**src/rtl/rgst_stack_if.sv**
```systemverilog
// rgst_stack_if: operation request and stack status bundle for rgst_stack.
interface rgst_stack_if #(
    parameter int N = 16,
    parameter int DEPTH = 8,
    parameter int CW = $clog2(DEPTH + 1)
);
    logic en;
    logic [2:0] op;
    logic [N-1:0] d;
    logic [N-1:0] tos;
    logic [N-1:0] nos;
    logic [CW-1:0] count;
    logic empty;
    logic full;
    logic [1:0] err;
    modport master (output en, op, d, input tos, nos, count, empty, full, err);
    modport slave (input en, op, d, output tos, nos, count, empty, full, err);
endinterface

```
**src/rtl/rgst_stack.sv**
```systemverilog
// rgst_stack: register-file operand stack, one op per clock, sticky overflow/underflow flags.
module rgst_stack #(
    parameter int N = 16,
    parameter int DEPTH = 8,
    parameter int CW = $clog2(DEPTH + 1)
) (
    input logic clk,
    input logic rst,
    rgst_stack_if.slave s
);
    localparam int AW = $clog2(DEPTH);
    localparam logic [2:0] PUSH = 3'b001;
    localparam logic [2:0] POP = 3'b010;
    localparam logic [2:0] REPL = 3'b011;
    localparam logic [2:0] POPR = 3'b100;
    localparam logic [2:0] DUP = 3'b101;
    localparam logic [2:0] SWAP = 3'b110;
    localparam logic [2:0] CLR = 3'b111;
    logic [N-1:0] mem [DEPTH];
    logic [CW-1:0] cnt, cnt_n;
    logic [1:0] err_q, err_n;
    logic [AW-1:0] pi, ti, ni, wa;
    logic [N-1:0] tos_v, nos_v, wa_d;
    logic wa_en, wb_en, ovf, unf, clr, is_full, is_empty, lt2;
    assign pi = AW'(cnt);
    assign ti = AW'(cnt - CW'(1));
    assign ni = AW'(cnt - CW'(2));
    assign is_full = cnt == CW'(DEPTH);
    assign is_empty = cnt == '0;
    assign lt2 = cnt < CW'(2);
    // Stale entries above count stay in the array; visibility is gated purely by count.
    assign tos_v = is_empty ? '0 : mem[ti];
    assign nos_v = lt2 ? '0 : mem[ni];
    always_comb begin
        cnt_n = cnt;
        ovf = 1'b0;
        unf = 1'b0;
        clr = 1'b0;
        wa_en = 1'b0;
        wb_en = 1'b0;
        wa = pi;
        wa_d = s.d;
        case (s.op)
            PUSH: if (is_full) ovf = 1'b1; else begin wa_en = 1'b1; cnt_n = cnt + CW'(1); end
            POP: if (is_empty) unf = 1'b1; else cnt_n = cnt - CW'(1);
            REPL: if (is_empty) unf = 1'b1; else begin wa_en = 1'b1; wa = ti; end
            POPR: if (lt2) unf = 1'b1; else begin wa_en = 1'b1; wa = ni; cnt_n = cnt - CW'(1); end
            DUP: begin
                ovf = is_full;
                unf = !is_full && is_empty;
                wa_en = !is_full && !is_empty;
                wa_d = tos_v;
                cnt_n = wa_en ? cnt + CW'(1) : cnt;
            end
            SWAP: if (lt2) unf = 1'b1; else begin wa_en = 1'b1; wb_en = 1'b1; wa = ti; wa_d = nos_v; end
            CLR: begin clr = 1'b1; cnt_n = '0; end
            default: ;
        endcase
        err_n = clr ? 2'b00 : err_q | {unf, ovf};
    end
    always_ff @(posedge clk) begin
        if (rst) begin
            cnt <= '0;
            err_q <= 2'b00;
            for (int i = 0; i < DEPTH; i++) mem[i] <= '0;
        end else if (s.en) begin
            cnt <= cnt_n;
            err_q <= err_n;
            if (wa_en) mem[wa] <= wa_d;
            if (wb_en) mem[ni] <= tos_v;
        end
    end
    assign s.tos = tos_v;
    assign s.nos = nos_v;
    assign s.count = cnt;
    assign s.empty = is_empty;
    assign s.full = is_full;
    assign s.err = err_q;
endmodule
```
**src/flat_wrapper.sv**
```systemverilog
// flat-port wrapper written by rule: the top's interface ports become plain ports
module rgst_stack_flat 
#(
    parameter int N = 16,
    parameter int DEPTH = 8,
    parameter int CW = $clog2(DEPTH + 1)
)
  (clk, rst, s_en, s_op, s_d, s_tos, s_nos, s_count, s_empty, s_full, s_err);
  rgst_stack_if #(.N(N), .DEPTH(DEPTH), .CW(CW)) s_i ();
  input logic clk;
  input logic rst;
  input wire logic [$bits(s_i.en)-1:0] s_en;
  input wire logic [$bits(s_i.op)-1:0] s_op;
  input wire logic [$bits(s_i.d)-1:0] s_d;
  output wire logic [$bits(s_i.tos)-1:0] s_tos;
  output wire logic [$bits(s_i.nos)-1:0] s_nos;
  output wire logic [$bits(s_i.count)-1:0] s_count;
  output wire logic [$bits(s_i.empty)-1:0] s_empty;
  output wire logic [$bits(s_i.full)-1:0] s_full;
  output wire logic [$bits(s_i.err)-1:0] s_err;
  assign s_i.en = s_en;
  assign s_i.op = s_op;
  assign s_i.d = s_d;
  assign s_tos = s_i.tos;
  assign s_nos = s_i.nos;
  assign s_count = s_i.count;
  assign s_empty = s_i.empty;
  assign s_full = s_i.full;
  assign s_err = s_i.err;
  rgst_stack #(.N(N), .DEPTH(DEPTH), .CW(CW)) u_core (.clk(clk), .rst(rst), .s(s_i));
endmodule
```
**config.mk**
```make
export PLATFORM = sky130hd
export DESIGN_NAME = rgst_stack_flat
export DESIGN_NICKNAME = d
export VERILOG_FILES = /design/src/rtl/rgst_stack_if.sv /design/src/rtl/rgst_stack.sv /design/src/flat_wrapper.sv
export SDC_FILE = /design/constraint.sdc
export NUM_CORES = 1
export LEC_CHECK = 0
export CORE_MARGIN = 5
export CORE_UTILIZATION = 30
export DETAILED_ROUTE_END_ITERATION = 10
export DONT_BUFFER_PORTS = 1
export PLACE_DENSITY_LB_ADDON = 0.15
export SYNTH_ARGS = -nofsm -noshare
export SYNTH_HDL_FRONTEND = slang
export SYNTH_SLANG_ARGS = --single-unit
export TNS_END_PERCENT = 100
```
**constraint.sdc**
```tcl
create_clock -name clk -period 4.8 [get_ports clk]
set_clock_uncertainty 0.1 [all_clocks]
set_input_delay 0.48 -clock clk [delete_from_list [all_inputs] [get_ports clk]]
set_output_delay 0.48 -clock clk [all_outputs]
set_load 0.1 [all_outputs]
```
-- Word level (Yosys, flattened, before mapping)
Memory sizes are Yosys's and may differ from the RTL's.
Cells that the tools add are included.
- RAM bits: 128
- bits in registers: 6
- memories kept: 1
- output and inout port bits: 40
- logic and storage cells: 72
- input port bits: 22
- memories (name ; depth ; width ; read ports ; clocked after Yosys merged registers in ; write ports ; line ; RTL):
    u_core.mem ; 8 ; 16 ; 2 ; 0 ; 8 ; rgst_stack.sv:19 ; logic [N-1:0] mem [DEPTH];
- add/subtract/negate cells: 3
- eq/ne operators: 12
- mux-type cells: 41
- order comparisons: 1
- bitwise logic cells: 1
- reductions and logical operators: 11
- operators by type and width (cell ; number):
    16-bit two-way mux ; 5
    16-bit one-hot mux with 2 select lines ; 1
    16-bit OR reduction ; 2
    1-bit two-way mux ; 20
    4-bit one-hot mux with 5 select lines ; 1
    4-bit two-way mux ; 4
    3-bit two-way mux ; 5
    3-bit equality test (second input constant) ; 4
    3-bit one-hot mux with 3 select lines ; 1
    3-bit by 2-bit equality test with 1-bit output (second input constant) ; 2
    2-bit != test (second input constant) ; 3
    6-bit AND reduction ; 1
    5-bit nonzero test ; 1
    4-bit by 1-bit adder with 4-bit output (second input constant) ; 1
    4-bit equality test (second input constant) ; 1
    4-bit zero test ; 1
    4-bit by 2-bit < comparator with 1-bit output (second input constant) ; 1
    1-bit one-hot mux with 4 select lines ; 1
    2-bit OR reduction ; 2
    4-bit by 1-bit subtractor with 4-bit output (second input constant) ; 1
    3-bit by 1-bit equality test with 1-bit output (second input constant) ; 1
    1-bit one-hot mux with 3 select lines ; 1
    3-bit by 2-bit subtractor with 3-bit output (second input constant) ; 1
    1-bit logical AND ; 2
    other kinds (5) ; 6

-- Depth between registers and ports, before layout
- word-level depth: 10
- gate-level depth with buffers: 14
- depth with buffers taken out: 8

-- Worst setup path after synthesis
OpenSTA, ideal clock, no wires.
- path type: flip-flop to flip-flop
- from: register u_core.cnt[1] (netlist: u_core.s.count[1])
- to: memory u_core.mem[0][14] (data pin)
- clock period less this slack: 5.585 ns
- stages on the path, launching flop included: 12
- library setup time: 0.175 ns
- required time: 4.525 ns
- buffers on the path: 4
- path slack: -0.785 ns
- arrival: 5.310 ns
- cells stage by stage: dfxtp_1 > buf_2 > buf_2 > buf_1 > inv_1 > ha_1 > buf_2 > xor2_1 > nand2_1 > a21oi_1 > a221oi_2 > o31ai_1
- RTL lines (element ; line ; RTL):
    start, declared ; rgst_stack.sv:20 ; logic [CW-1:0] cnt, cnt_n;
    start signal, assigned ; rgst_stack.sv:67 ; cnt <= cnt_n;
    end, declared ; rgst_stack.sv:19 ;

==> results.yml <==
placed_design:
  gp_congestion: 0.816
  dp.cells: 1184
  port_buffers: 0
  hpwl_um: 21700
routing:
  totalWireLength_um: 34400
  dr_total_vias: 7220
  drt_pre_antenna_iters: 5
  drtIter0Drc: 663
  vias_per_cell: 5.93
  wl_per_cell_um: 28.3
  final_antenna_net_count: 0
  highest_layer: "met4"
  wl_met3_um: 2240
  met2_length_um: 17000
  drcViolationCount: 0
  drt-met1-wl_um: 14400
worst_hold_path:
  worstHoldPathType: "in -> reg"
  whs_path_depth: 1
  min_from: "rst"
  min_to: "u_core.s.count[3]"
sta:
  timing.final.crit_share_pct: 77.0
  worstMarginPinSlew_ns: 1.07
  finalSetupViolCount: 0
  rsz0062_at_grt: "no"
  whs_ns: 0.0228
  slew_violations: 0
  relSlewSlack_pct: 28.4
  fmax_ghz: 0.270
  finalHoldViolations: 0
  layout_min_cycle_time_ns: 3.70
layout:
  final_common_cell: "nand2_1"
  fin_nets: 837
  drive_above_1_share_pct: 33.5
  fin_util_pct: 35.7
  syn2layout_area_growth_pct: 17.7
  diodes: 0
  fin_cells: 1217
  final_cell_mix: "nand2_1 (169), edfxtp_1 (128), o31ai_1 (100), buf_4 (75), mux4_2 (64)"
  n_fill_cell: 2957
clock_tree:
  cts-htree-levels: 4
  clock_latency_ns: 0.42
  cts_max_path_buffers: 2
  post_cts_buffers: 0
  cts_sinks: 134
  cts_tree: "yes"
  cts_buffers: 17
  cts_root_buffer: "clkbuf_16"
  clk_pin_slew_ns: 0.07
  cts-resized-gates: 0
grt:
  grt_max_degree: 68
  antenna_found_initial: 0
  grt-ovfl-total: 0
  grt_pass1_vias: 7249
  grtUsageTotal_pct: 20.1
  grt_pass1_wl_um: 50500
setup_path:
  r2r_end: "u_core.mem[3][14]"
  path_max_fanout: 14
  cp.arrival_ns: 3.74
  cp-end-kind: "flop"
  regToRegSetupSlack_ns: 1.10
  critPathRequiredTime_ns: 4.84
  worstSetupStartpointType: "flop"
  worstSetupPathType: "reg -> reg"
  ff2ff_path_depth: 10
  reg2reg_from: "u_core.s.count[1]"
yosys:
  yosysUniqueCellTypes: 52
  syn_avg_cell_area_sq_um: 11.8
  synth_seq_cells: 134
  yosysTopAreaCell: "edfxtp_1"
  yosys_warnings: 0
  synth_area_sq_um: 9280
  postSynthNetCount: 815
  syn_inst: 786
  yosysTopAreaCellShare_pct: 41.4
  ys_seq_area_share_pct: 42.7
  yosys-top-cells-area: "edfxtp_1 (41%), mux4_2 (16%), o31ai_1 (8.1%)"
pwr:
  power.static_leakage_nw: 3.37
  power_density_nw_per_um2: 335
  peakVddDrop_mv: 0.171
  power_mw: 3.66
die:
  fp.dieH_um: 186
  die_w_um: 186
  start_util_pct: 30.3
  fp-row-count: 64
  fp.coreArea_sq_um: 30600
  fp.dieArea_sq_um: 34500
  pin_count: 62
run_status:
  status: "finished, final reports clean"
flow_run:
  max_cap_viol_count: 0
[critical path, stage by stage (launching register included)]
cell,delay (ns)
dfxtp_4,0.34
inv_1,0.11
ha_1,0.19
buf_4,0.20
or3b_1,0.52
clkinv_8,0.14
buf_4,0.63
a21oi_4,0.02
buf_4,0.29
a221oi_2,0.66
o31ai_1,0.19
[cell type report]
class / count / area, sq um / share of cell area [%]
Sequential cell: 134 / 3970 / 36.4
Clock buffer: 19 / 433 / 3.97
Clock inverter: 13 / 131 / 1.20
Inverter: 9 / 46.3 / 0.424
Timing Repair Buffer: 86 / 773 / 7.08
Tap cell: 396 / 495 / 4.54
Multi-Input combinational cell: 560 / 5060 / 46.4
[metal layers]
metal	up-vias	global-route usage (%)
li1	3132	-
met1	3724	26.5
met3	58	3.62
met4	0	5.60
met2	306	34.0
met5	-	0
[stage by stage]
step / TNS [ns] / setup WS [ns] / instance area, sq um
3_3_place_gp: 0 / 1.26 / 10300
4_1_cts: 0 / 1.12 / 10900
6_report: 0 / 1.10 / 10900
3_5_place_dp: 0 / 1.13 / 10300
5_1_grt: 0 / 0.886 / 10900
2_1_floorplan: -21.89 / -0.405 / 9390
[logic make-up after synthesis]
logic type                 share of synthesized area [%]
and+or+nand+nor                                     11.5
AOI/OAI and AO/OA                                   21.6
muxes                                               17.5
DFF                                                 42.7
buffers and inverters                               5.14
adders and majority gates                          0.944
xor gates and xnor gates                           0.567
[Yosys cell counts, drive strengths merged]
cell    instances
edfxtp        128
or3b            1
a211oi          1
a311oi          3
mux2i          18
inv             8
and3            1
clkbuf         27
o22ai           5
dfxtp           6
a41o            1
nor2b           4
nand4           1
nand3           7
o31ai         128
a22oi           1
a32oi           1
clkinv          1
nand2b          4
ha              7
a31oi           3
a21oi          24
and2           10
nand3b          4
xnor2           3
mux4           64
xor2            3
buf            56
a221o           2
nand2         169
nor3            3
o21bai          1
nor2           49
or3             2
a22o            3
o211ai          1
nor4            2
o31a            2
o21ai          11
a221oi         21
[worst max path at each step]
stage	start	endpoint	slack (ns)	depth (start not counted)
floorplan	u_core.s.count[1]	u_core.mem[2][0]	-0.40	11
global placement	u_core.s.count[1]	u_core.mem[3][14]	1.26	10
detailed placement	u_core.s.count[1]	u_core.mem[3][14]	1.13	10
CTS	u_core.s.count[1]	u_core.mem[3][14]	1.12	10
global route	u_core.s.count[1]	u_core.mem[3][14]	0.89	10
finish	u_core.s.count[1]	u_core.mem[3][14]	1.10	10
[state kept, by name, summed over array words and instances, names as in the netlist]
register        flops
u_core.s.count      4
u_core.mem        128
u_core.s.err        2
[timing repair]
action / 4_1_cts / 5_1_grt
setup endpoints to repair: 0 / 0
hold buffers: 1 / 0
endpoints found under the hold margin: 1 / 0
[where the power goes]
group / switching, mW / internal, mW / leakage (nW)
sequential: 0.0304 / 1.33 / 1.37
combinational: 0.711 / 0.295 / 1.73
clock: 0.537 / 0.762 / 0.268
No activity file was read; power rests on OpenSTA's default activity.
